**src/rtl/cond_unit.sv**
```systemverilog
// Conditional-execution stage for the multicycle ARM core.
// Captures the condition result once per instruction, owns the NZCV
// register, gates the decoder's write requests and sequences the two
// register-file writes of a long multiply (UMULL/SMULL).
module cond_unit (
    input  logic       clk,
    input  logic       reset,
    input  logic [3:0] Cond,
    input  logic [3:0] ALUFlags,
    input  logic [1:0] FlagW,
    input  logic       PCS,
    input  logic       NextPC,
    input  logic       RegW,
    input  logic       MemW,
    input  logic       FpuW,
    input  logic       lmulFlag,
    input  logic       IRWrite,
    output logic       PCWrite,
    output logic       RegWrite,
    output logic       MemWrite,
    output logic       FpuWrite,
    output logic       LongHi,
    output logic       Busy,
    output logic [3:0] Flags,
    output logic       CondEx
);

    typedef enum logic {
        IDLE = 1'b0,
        HI   = 1'b1
    } lmul_state_t;

    lmul_state_t state_reg;
    logic        dec_reg;
    logic        cond_ex_reg;
    logic [3:0]  flags_reg;
    logic        cond_met;
    logic        flag_n;
    logic        flag_z;
    logic        flag_c;
    logic        flag_v;
    logic        in_hi;
    logic        lmul_start;

    assign flag_n = flags_reg[3];
    assign flag_z = flags_reg[2];
    assign flag_c = flags_reg[1];
    assign flag_v = flags_reg[0];

    // Evaluate the ARM condition field against the current flag register
    always_comb begin
        cond_met = 1'b0;
        case (Cond)
            4'b0000: cond_met = flag_z;
            4'b0001: cond_met = ~flag_z;
            4'b0010: cond_met = flag_c;
            4'b0011: cond_met = ~flag_c;
            4'b0100: cond_met = flag_n;
            4'b0101: cond_met = ~flag_n;
            4'b0110: cond_met = flag_v;
            4'b0111: cond_met = ~flag_v;
            4'b1000: cond_met = flag_c & ~flag_z;
            4'b1001: cond_met = ~flag_c | flag_z;
            4'b1010: cond_met = (flag_n == flag_v);
            4'b1011: cond_met = (flag_n != flag_v);
            4'b1100: cond_met = ~flag_z & (flag_n == flag_v);
            4'b1101: cond_met = flag_z | (flag_n != flag_v);
            4'b1110: cond_met = 1'b1;
            default: cond_met = 1'b0;
        endcase
    end

    // The cycle after an instruction-register load is the decode cycle
    always_ff @(posedge clk or negedge reset) begin
        if (!reset) begin
            dec_reg <= 1'b0;
        end else begin
            dec_reg <= IRWrite;
        end
    end

    // Latch the condition result at the end of the decode cycle only
    always_ff @(posedge clk or negedge reset) begin
        if (!reset) begin
            cond_ex_reg <= 1'b0;
        end else if (dec_reg) begin
            cond_ex_reg <= cond_met;
        end
    end

    // NZCV update; the high-word cycle of a long multiply never touches flags
    always_ff @(posedge clk or negedge reset) begin
        if (!reset) begin
            flags_reg <= 4'b0000;
        end else if (cond_ex_reg && (state_reg == IDLE)) begin
            if (FlagW[1]) begin
                flags_reg[3:2] <= ALUFlags[3:2];
            end
            if (FlagW[0]) begin
                flags_reg[1:0] <= ALUFlags[1:0];
            end
        end
    end

    assign lmul_start = RegW & lmulFlag & cond_ex_reg;

    // Long-multiply sequencer: low word in IDLE, forced high-word write in HI
    always_ff @(posedge clk or negedge reset) begin
        if (!reset) begin
            state_reg <= IDLE;
        end else begin
            case (state_reg)
                IDLE:    state_reg <= lmul_start ? HI : IDLE;
                HI:      state_reg <= IDLE;
                default: state_reg <= IDLE;
            endcase
        end
    end

    assign in_hi = (state_reg == HI);

    // Enables are zero-latency; reset low masks them regardless of inputs
    assign PCWrite  = reset & (NextPC | (PCS & cond_ex_reg));
    assign MemWrite = reset & MemW & cond_ex_reg;
    assign FpuWrite = reset & FpuW & cond_ex_reg;
    assign RegWrite = reset & (in_hi | (RegW & cond_ex_reg));
    assign LongHi   = reset & in_hi;
    assign Busy     = reset & ~in_hi & lmul_start;
    assign Flags    = flags_reg;
    assign CondEx   = cond_ex_reg;

endmodule

```
**config.mk**
```make
export PLATFORM = sky130hd
export DESIGN_NAME = cond_unit
export DESIGN_NICKNAME = d
export VERILOG_FILES = /design/src/rtl/cond_unit.sv
export SDC_FILE = /design/constraint.sdc
export NUM_CORES = 1
export LEC_CHECK = 0
export ABC_AREA = 0
export CELL_PAD_IN_SITES_DETAIL_PLACEMENT = 1
export CELL_PAD_IN_SITES_GLOBAL_PLACEMENT = 2
export CORE_MARGIN = 2
export CORE_UTILIZATION = 20
export DETAILED_ROUTE_END_ITERATION = 7
export GPL_ROUTABILITY_DRIVEN = 0
export PLACE_DENSITY_LB_ADDON = 0.1
export SETUP_SLACK_MARGIN = 0.4
export SLEW_MARGIN = 20
export SYNTH_ARGS = -nofsm -noshare
export SYNTH_HDL_FRONTEND = slang
export SYNTH_SLANG_ARGS = --single-unit
```
**constraint.sdc**
```tcl
create_clock -name clk -period 3.2 [get_ports clk]
set_input_delay 0.32 -clock clk [delete_from_list [all_inputs] [get_ports clk]]
set_output_delay 0.32 -clock clk [all_outputs]
set_load 0.01 [all_outputs]
```
==> metrics.txt, run 1 <==
status=complete, no violations; Tcrit/Tclk final=0.668; cts hold-fix bufs=0; post-DR wirelength/cell=12.7 µm; Die Area=around 2700 µm²; CP Capture Type=output pin; max reg flops=4; vias per std cell=approximately 4.5; insertion delay to the later sink of the worst-skew pair=around 0.24 ns; cell with the most instances after synthesis=dfrtp_1; largest net degree at the start of global routing=14; CP max FO=6; Synth top area share=0.379; R2R Setup Slk=~1.7 ns; first-pass GRT wire length=around 2200 µm; slew of the pin with the lowest slew margin=between 0.4 and 0.5 ns; vias in the first global route=512; # setup viols final=0; worst r2r src=Flags[0]$_DFFE_PN0P_; reg2reg path depth=5; Yosys cell types=20; Final HPWL DP=about 1100 µm; worst path arrival time=about 1.8 ns; sequential area share after synthesis=0.379; Synth Instances=46; share of layout cells above drive strength 1=0.128; met3 usage=0.0201; Final Critical Period=2.14 ns; Final ANT Viol Nets=0; total grt overflow=0; Max Clk Rate=around 0.47 GHz; final setup skew=0.00190 ns; met1 usage=0.134; final setup TNS=0 ns; Die Y=52.0 µm; Post-CTS Resized=0; Most used DFF post-synth=dfrtp_1; Fillers=roughly 260; n_diodes=0; Cell Rows=17; Initial Util=0.211; synthesis-stage register bit count=7; cts bufs inserted=3; Mapped Area=462 µm²; pwr dens=~640 nW/µm²; Residual DRC=0; met2 usage=0.179; worst relative slew slack=0.703; critical path type=flop to output pin; GRT busiest layer=met2; CTS tree=built; # Max-Cap Violations=0; Leakage=about 0.32 nW; setup bufs post-CTS=0; number of antenna violations at the first check in global routing=0; Clock Tree Buf Depth=2; H-tree lvl count=1; EDFF count, synth=0; worst endpoint required time=about 2.9 ns; RR Endpoint=CondEx$_DFFE_PN0P_; DRT iter0 DRCs=3; Synth warnings=0; Area growth syn-to-layout=75.3%; Sink Count=7; final wirelength=between 1000 and 1500 µm; Final Max Slew Viols=0; Layout Nets=approximately 100; Max VDD drop=about 230 µV; Mapped Avg Cell Area=around 10 µm²; I/O pin count=30; Via Count=~480; Clk pin slew, worst setup/hold paths=0.05 ns; core area=approximately 2200 µm²; Post-synth top cells=7 x dfrtp_1, 5 x mux2_2, 4 x nand2_1, 4 x xnor2_1; Final Hold Fails=0; die width=roughly 52 µm; First-pass DRT Iterations=2; Layout Utilization=0.370; leading area contributor after synthesis=dfrtp_1; Synth async-reset ratio=1.00; Total GRT Usage=0.110; post-synth net total=65; # port buffers=29; Hold Crit Class=input port to async pin; RSZ-0062 raised after global routing=false; startpoint types=flop; largest cells by area after synthesis=dfrtp_1 38%, mux2_2 12%, xnor2_1 7.6%; Clock Tree Root=clkbuf_4
==> metrics by stage <==
step | area (µm²) | total power [W] | hold slack [ns] | setup WS [ns] | std cells
after floorplan | 462 | 0.000307 | 0.0244 | 1.70 | 46
after global placement | 783 | 0.000448 | 0.525 | 1.05 | 102
after detailed placement | 783 | 0.000446 | 0.521 | 1.05 | 102
after CTS | 810 | 0.000529 | 0.390 | 1.02 | 106
after global routing | 810 | 0.000558 | 0.425 | 0.916 | 106
final | 810 | 0.000517 | 0.390 | 1.06 | 106
==> worst max-delay path: stages, from the launching register on <==
cell and delay (ns):
dfrtp_1 0.41, inv_1 0.10, nor2_1 0.21, and3_1 0.21, and2_1 0.12, clkdlybuf4s50_1 0.53
==> power by group <==
group / switching, W / internal, W / leakage, nW / total [W]
registers: 0.0000455 / 0.000122 / 0.0845 / 0.000167
logic: 0.000102 / 0.000170 / 0.224 / 0.000272
clock network: 0.0000298 / 0.0000474 / 0.0150 / 0.0000772
total: 0.000178 / 0.000339 / 0.323 / 0.000517
==> cell type report <==
type                       instances  area (µm²)  area share
timing repair buffer              29         290       0.359
tap                               28        35.0      0.0433
clock buffer                       4        26.3      0.0325
inverter                           1        3.75     0.00464
sequential                         7         175       0.216
multi-input combinational         37         279       0.345
==> worst max-delay path by stage <==
stage	startpoint	endpoint	cells after the start
finish	CondEx$_DFFE_PN0P_	Busy	5
global route	CondEx$_DFFE_PN0P_	Busy	5
CTS	CondEx$_DFFE_PN0P_	Busy	5
detailed placement	reset	FpuWrite	3
global placement	reset	MemWrite	3
floorplan	Flags[3]$_DFFE_PN0P_	CondEx$_DFFE_PN0P_	5
==> cells in the final DEF, fill, tap and decap left out, drive strengths merged, types with 3 or more instances in the layout <==
cell | synthesis | routed
and3 | 3 | 3
clkbuf | 1 | 4
clkdlybuf4s50 | 0 | 29
dfrtp | 7 | 7
mux2 | 5 | 5
nand2 | 4 | 4
nor2 | 3 | 3
nor2b | 3 | 3
xnor2 | 4 | 4
==> logic make-up (layout without fill, tap and decap cells) <==
group	after synthesis	count (layout)	share of synthesized area
muxes	7	7	0.165
buffers and inverters	2	34	0.0162
AOI/OAI and AO/OA	8	8	0.146
xor gates and xnor gates	4	4	0.0759
and+or+nand+nor	18	18	0.217
DFF	7	7	0.379
==> layer usage <==
metal / share of wire / vias to the layer above
met1: 0.43 / 225
met4: 0.014 / 0
met2: 0.46 / 20
met5: 0 / -
met3: 0.095 / 2
li1: - / 228
No activity file was read; power rests on OpenSTA's default activity.
==> run 2: changes to the inputs <==
--- a/config.mk
+++ b/config.mk
@@ -9,7 +9,7 @@
 export CELL_PAD_IN_SITES_DETAIL_PLACEMENT = 1
 export CELL_PAD_IN_SITES_GLOBAL_PLACEMENT = 2
 export CORE_MARGIN = 2
-export CORE_UTILIZATION = 20
+export CORE_UTILIZATION = 18
 export DETAILED_ROUTE_END_ITERATION = 7
 export GPL_ROUTABILITY_DRIVEN = 0
 export PLACE_DENSITY_LB_ADDON = 0.1
==> constraint.sdc (replaced) <==
create_clock -name clk -period 2.2 [get_ports clk]
set_input_delay 0.22 -clock clk [delete_from_list [all_inputs] [get_ports clk]]
set_output_delay 0.22 -clock clk [all_outputs]
set_load 0.01 [all_outputs]
==> run 2 against run 1 <==
  * Non-clock buffer count grew 3
  * Sequential cell count did not move
  * Global-route usage decreased by 0.46 points
  * Combinational power is 52% higher
  * Via count decreased by 0.63%
  * Core utilization fell by 2.9 points
  * Final cell count grew 4.7%
  * Worst setup slack lost 0.52 ns
  * Largest cell class unchanged
  * Highest routed layer is now met3
==> metrics.txt, run 2 (same netlist as run 1, synthesis figures left out) <==
status=complete, no violations; Total GRT Usage=0.106 (-0.00463); critical path type=flop to output pin; hold slack=0.149 ns (-0.241 ns); Final Critical Period=approximately 1.7 ns; Area growth syn-to-layout=81.3%; vias in the first global route=519 (+1.4%); total grt overflow=0 (unchanged); commonest cells after routing, fill and taps aside=27 x clkdlybuf4s50_1, 7 x dfrtp_1, 5 x mux2_2; H-tree lvl count=1 (unchanged); # Max-Cap Violations=0 (unchanged); Clk pin slew, worst setup/hold paths=0.05 ns (about the same); final setup skew=0.00385 ns (+0.00195 ns); First-pass DRT Iterations=1 (-1); Highest Signal Layer=met3; largest net degree at the start of global routing=9 (-5); pwr dens=911 nW/µm² (+43%); worst path arrival time=1.43 ns (-0.39 ns); power share of the clock group=0.152 (+0.002); max incr delay on CP=0.47 ns (-0.06 ns); Leakage=0.343 nW (+6.2%); Final HPWL DP=1040 µm (-4.5%); max reg flops=4 (unchanged); Cell Rows=18 (+1); # setup viols final=0 (unchanged); Clock Tree Buf Depth=2 (unchanged); M1 wire length=644 µm (+10%); part of the power in registers=0.307 (-0.016); switching power=0.000259 W (+46%); Clock Tree Root=clkbuf_4; Pint=0.000504 W (+49%); # port buffers=29 (unchanged); final wirelength=1340 µm (-0.74%); Fillers=289 (+12%); Comb power frac=0.541 (+0.014); Net Sw Frac=0.339 (-0.00474); final setup TNS=0 ns (unchanged); Sink Count=7 (unchanged); worst endpoint required time=1.98 ns (-0.90 ns); worst relative slew slack=0.805 (+0.102); Max VDD drop=478 µV (+110%); share of layout cells above drive strength 1=0.160 (+0.0323); Layout Nets=101 (+3.1%); post-DR wirelength/cell=12.0 µm (-5.2%); CP max-delay cell=clkdlybuf4s50_1; insertion delay to the later sink of the worst-skew pair=0.25 ns (about the same); Initial Util=0.188 (-0.0227); n_diodes=0 (unchanged); slew of the pin with the lowest slew margin=0.292 ns (-0.153 ns); CP max FO=5 (-1); wire length on met2=601 µm (-2.0%); die width=54.6 µm (+5.0%); Final ANT Viol Nets=0 (unchanged); CTS tree=built; first-pass GRT wire length=2190 µm (unchanged); R2R Setup Slk=0.66 ns (-1.00 ns); vias per std cell=4.25 (-5.1%); CP Buf/Inv Count=2 (unchanged); Die Area=2990 µm² (+10%); Via Count=472 (-0.63%); RSZ-0062 raised after global routing=false; Die Y=54.6 µm (+5.0%); RR Endpoint=CondEx$_DFFE_PN0P_; most common cell after layout, fill and taps aside=clkdlybuf4s50_1; Hold Crit Class=input port to async pin; Residual DRC=0 (unchanged); Final Hold Fails=0 (unchanged); Tcrit/Tclk final=0.751; reg2reg path depth=5 (unchanged); CP top delay family=buffers and inverters; core area=2450 µm² (+12%); Pwr Total=0.000763 W (+48%); number of antenna violations at the first check in global routing=0 (unchanged); Final Max Slew Viols=0 (unchanged); Max Clk Rate=0.605 GHz; worst r2r src=Flags[0]$_DFFE_PN0P_; DRT iter0 DRCs=0 (-3); CP Capture Type=output pin; cts bufs inserted=3 (unchanged); startpoint types=flop; I/O pin count=30 (unchanged); met3 WL=89 µm (-30%); Critical Path, Cell by Cell=buf_4 -> a21oi_1 -> nor2b_1 -> clkdlybuf4s50_1
## run 2: worst reg2reg max path: cells and delay by family (launching register included)
kind            cells  cell delay, ns
compound gates      3            0.50
simple gates        1            0.31
xor+xnor            1            0.18
flops               1            0.43
## run 2: area by class of cell
class                   count  area (µm²)  area share
inverters                   1        3.75     0.00448
flip-flops and latches      7         175       0.209
well taps                  30        37.5      0.0448
clock buffers               4        26.3      0.0314
multi-input cells          37         282       0.336
repair buffers             32         313       0.374
## run 2: worst max path at each step
stage | endpoint | start | cells after the start | slack, ns
final | PCWrite | CondEx$_DFFE_PN0P_ | 4 | 0.55
after global routing | RegWrite | CondEx$_DFFE_PN0P_ | 4 | 0.42
after CTS | PCWrite | CondEx$_DFFE_PN0P_ | 4 | 0.53
after detailed placement | CondEx$_DFFE_PN0P_ | Cond[0] | 5 | 0.37
after global placement | CondEx$_DFFE_PN0P_ | Cond[0] | 5 | 0.35
after floorplan | CondEx$_DFFE_PN0P_ | Flags[3]$_DFFE_PN0P_ | 5 | 0.70
## run 2: power by group through the flow
stage                     logic, W  clock network [W]  registers, W
after detailed placement  0.000397                  0      0.000242
after CTS                 0.000420           0.000125      0.000236
after global placement    0.000400                  0      0.000244
after floorplan           0.000200                  0      0.000247
after global routing      0.000457           0.000134      0.000246
final                     0.000413           0.000116      0.000234
## run 2: per-stage QoR
stage / std cells / util / setup slack (ns) / cell area, µm²
6_report: 111 / 0.341 / 0.547 / 837
3_3_place_gp: 105 / 0.323 / 0.350 / 793
5_1_grt: 111 / 0.341 / 0.419 / 837
4_1_cts: 111 / 0.341 / 0.531 / 837
3_5_place_dp: 105 / 0.323 / 0.368 / 793
2_1_floorplan: 46 / - / 0.703 / 462
## run 2: per-layer routing
layer	GRT usage	vias up
met5	0	-
met4	0.0125	0
met3	0.0574	0
met2	0.171	20
met1	0.126	215
li1	-	237
## run 2: repair_timing
item,CTS,global route
gates resized for setup,3,0
buffers inserted,1,0
setup endpoints to repair,4,0
hold buffers,1,0
endpoints found under the hold margin,2,0
==> run 3: changes to the inputs <==
--- a/config.mk
+++ b/config.mk
@@ -9,7 +9,7 @@
 export CELL_PAD_IN_SITES_DETAIL_PLACEMENT = 1
 export CELL_PAD_IN_SITES_GLOBAL_PLACEMENT = 2
 export CORE_MARGIN = 2
-export CORE_UTILIZATION = 18
+export CORE_UTILIZATION = 17
 export DETAILED_ROUTE_END_ITERATION = 7
 export GPL_ROUTABILITY_DRIVEN = 0
 export PLACE_DENSITY_LB_ADDON = 0.1
==> constraint.sdc (replaced) <==
create_clock -name clk -period 1.34 [get_ports clk]
set_input_delay 0.134 -clock clk [delete_from_list [all_inputs] [get_ports clk]]
set_output_delay 0.134 -clock clk [all_outputs]
set_load 0.01 [all_outputs]
==> run 3 against run 2 <==
  * The flow now finishes with violations (setup timing)
  * Wire length is 13% higher
  * Clock-buffer cell count is 1 lower
  * Non-clock buffer count is 19 higher
  * Worst hold slack worse by 0.067 ns
  * Largest cell class unchanged
  * Largest power group unchanged
==> metrics.txt, run 3 (same netlist as run 1, synthesis figures left out) <==
final wirelength=1510 µm (+13%); worst relative slew slack=0.819 (+0.0143); total grt overflow=0 (unchanged); Cell Rows=18 (unchanged); # port buffers=29 (unchanged); Layout Utilization=0.417 (+0.0762); violated checks=setup timing; max reg flops=4 (unchanged); First-pass DRT Iterations=4 (+3); Layout Nets=120 (+19%); I/O pin count=30 (unchanged); CP top delay family=compound AO/OA/AOI/OAI gates; CTS tree=built; first-pass GRT wire length=2580 µm (+18%); Die Y=56.1 µm (+2.7%); core area=2520 µm² (+2.8%); Fillers=301 (+4.2%); Final Critical Period=roughly 1.5 ns; worst endpoint required time=1.46 ns (-0.52 ns); # setup viols final=2 (+2); final std cells w/o fill=130 (+17%); CP max FO=3 (-2); Max Clk Rate=between 0.6 and 0.7 GHz; Clock Tree Buf Depth=2 (unchanged); Multi-input gate area=342 µm² (+21%); die width=56.1 µm (+2.7%); H-tree lvl count=1 (unchanged); Leakage=0.493 nW (+44%); Final Max Slew Viols=0 (unchanged); vias per std cell=4.32 (+1.5%); CP Buf/Inv Count=0 (-2); Area growth syn-to-layout=128%; Cells after DPL=119 (+13%); Max VDD drop=729 µV (+53%); pwr dens=1540 nW/µm² (+69%); M1 wire length=636 µm (-1.2%); final setup skew=0.00877 ns (+0.00492 ns); commonest cells after routing, fill and taps aside=17 x clkdlybuf4s50_1, 14 x buf_6, 14 x buf_4; Final ANT Viol Nets=0 (unchanged); most common cell after layout, fill and taps aside=clkdlybuf4s50_1; CP Capture Type=flop; fin area=1050 µm² (+26%); cts bufs inserted=3 (unchanged); Residual DRC=0 (unchanged); Sink Count=7 (unchanged); Via Count=561 (+19%); CP max-delay cell=dfrtp_1; Clock Tree Root=clkbuf_4; Initial Util=0.183 (-0.00504); Total GRT Usage=0.102 (-0.00372); vias in the first global route=577 (+11%); slew of the pin with the lowest slew margin=0.269 ns (-0.0225 ns); Cell Area, Placed=901 µm² (+14%); Critical Path, Cell by Cell=xnor2_1 -> or3_1 -> a32o_1 -> a2bb2oi_2 -> o221ai_2; startpoint types=flop; number of antenna violations at the first check in global routing=0 (unchanged); Pwr Total=0.00162 W (+110%); Hold Crit Class=input port to async pin; Tcrit/Tclk final=1.09; worst path arrival time=1.58 ns (+0.15 ns); RSZ-0062 raised after global routing=true; met3 WL=84 µm (-5.6%); Clk pin slew, worst setup/hold paths=0.06 ns (about the same); post-DR wirelength/cell=11.6 µm (-3.6%); cts hold-fix bufs=0 (-1); Die Area=3150 µm² (+5.5%); Register Area=175 µm² (unchanged); Highest Signal Layer=met3; n_diodes=0 (unchanged); DRT iter0 DRCs=11 (+11); share of layout cells above drive strength 1=0.540 (+0.380); Final HPWL DP=1210 µm (+16%); status=complete, but fails checks; max incr delay on CP=0.38 ns (-0.09 ns); # Max-Cap Violations=0 (unchanged); wire length on met2=788 µm (+31%); Final Hold Fails=0 (unchanged); critical path type=flop to flop; largest net degree at the start of global routing=9 (unchanged); insertion delay to the later sink of the worst-skew pair=0.25 ns (about the same); final worst slack=-0.121 ns (-0.668 ns)
## run 3: power breakdown
part | total [W] | internal (W) | switching [W]
clock | 0.000187 | 0.000109 | 0.0000780
sequential | 0.000362 | 0.000290 | 0.0000714
combinational | 0.00107 | 0.000683 | 0.000387
total | 0.00162 | 0.00108 | 0.000536
## run 3: repair_timing
item                                    CTS  global route
buffers inserted                          5             2
endpoints found under the setup margin   16            16
pin swaps                                 3             1
resized for setup                        66             8
## run 3: stage by stage
| stage | setup slack, ns | hold WS (ns) | TNS (ns) |
|---|---|---|---|
| finish | -0.121 | 0.0821 | -0.134 |
| floorplan | -0.109 | -0.162 | -0.109 |
| global route | -0.180 | 0.0976 | -0.338 |
| detailed placement | -0.266 | 0.520 | -1.76 |
| global placement | -0.267 | 0.508 | -1.69 |
| CTS | -0.121 | 0.0638 | -0.136 |
## run 3: final cells by class
type | instances | area share
tap | 30 | 0.0357
timing repair buffer | 51 | 0.444
sequential | 7 | 0.166
clock buffer | 3 | 0.0214
inverter | 1 | 0.00357
clock inverter | 1 | 0.00476
multi-input combinational | 37 | 0.325
## run 3: metal layers
layer  GRT usage  vias up
met5           0        -
met4      0.0204        0
met3      0.0395        0
met2       0.170       16
met1       0.125      271
li1            -      274
## run 3: final timing paths
path | slack (ns) | endpoint | start | depth (start not counted)
worst max-delay path | -0.12 | CondEx$_DFFE_PN0P_ | Flags[0]$_DFFE_PN0P_ | 5
worst min-delay path | 0.08 | dec_reg$_DFF_PN0_ | reset | 2
worst max register to register | -0.12 | CondEx$_DFFE_PN0P_ | Flags[0]$_DFFE_PN0P_ | 5
worst min register to register | 0.52 | CondEx$_DFFE_PN0P_ | dec_reg$_DFF_PN0_ | 1
max in group asynchronous | 1.14 | Flags[3]$_DFFE_PN0P_ | reset | 2
min in group clk | 0.33 | dec_reg$_DFF_PN0_ | IRWrite | 1
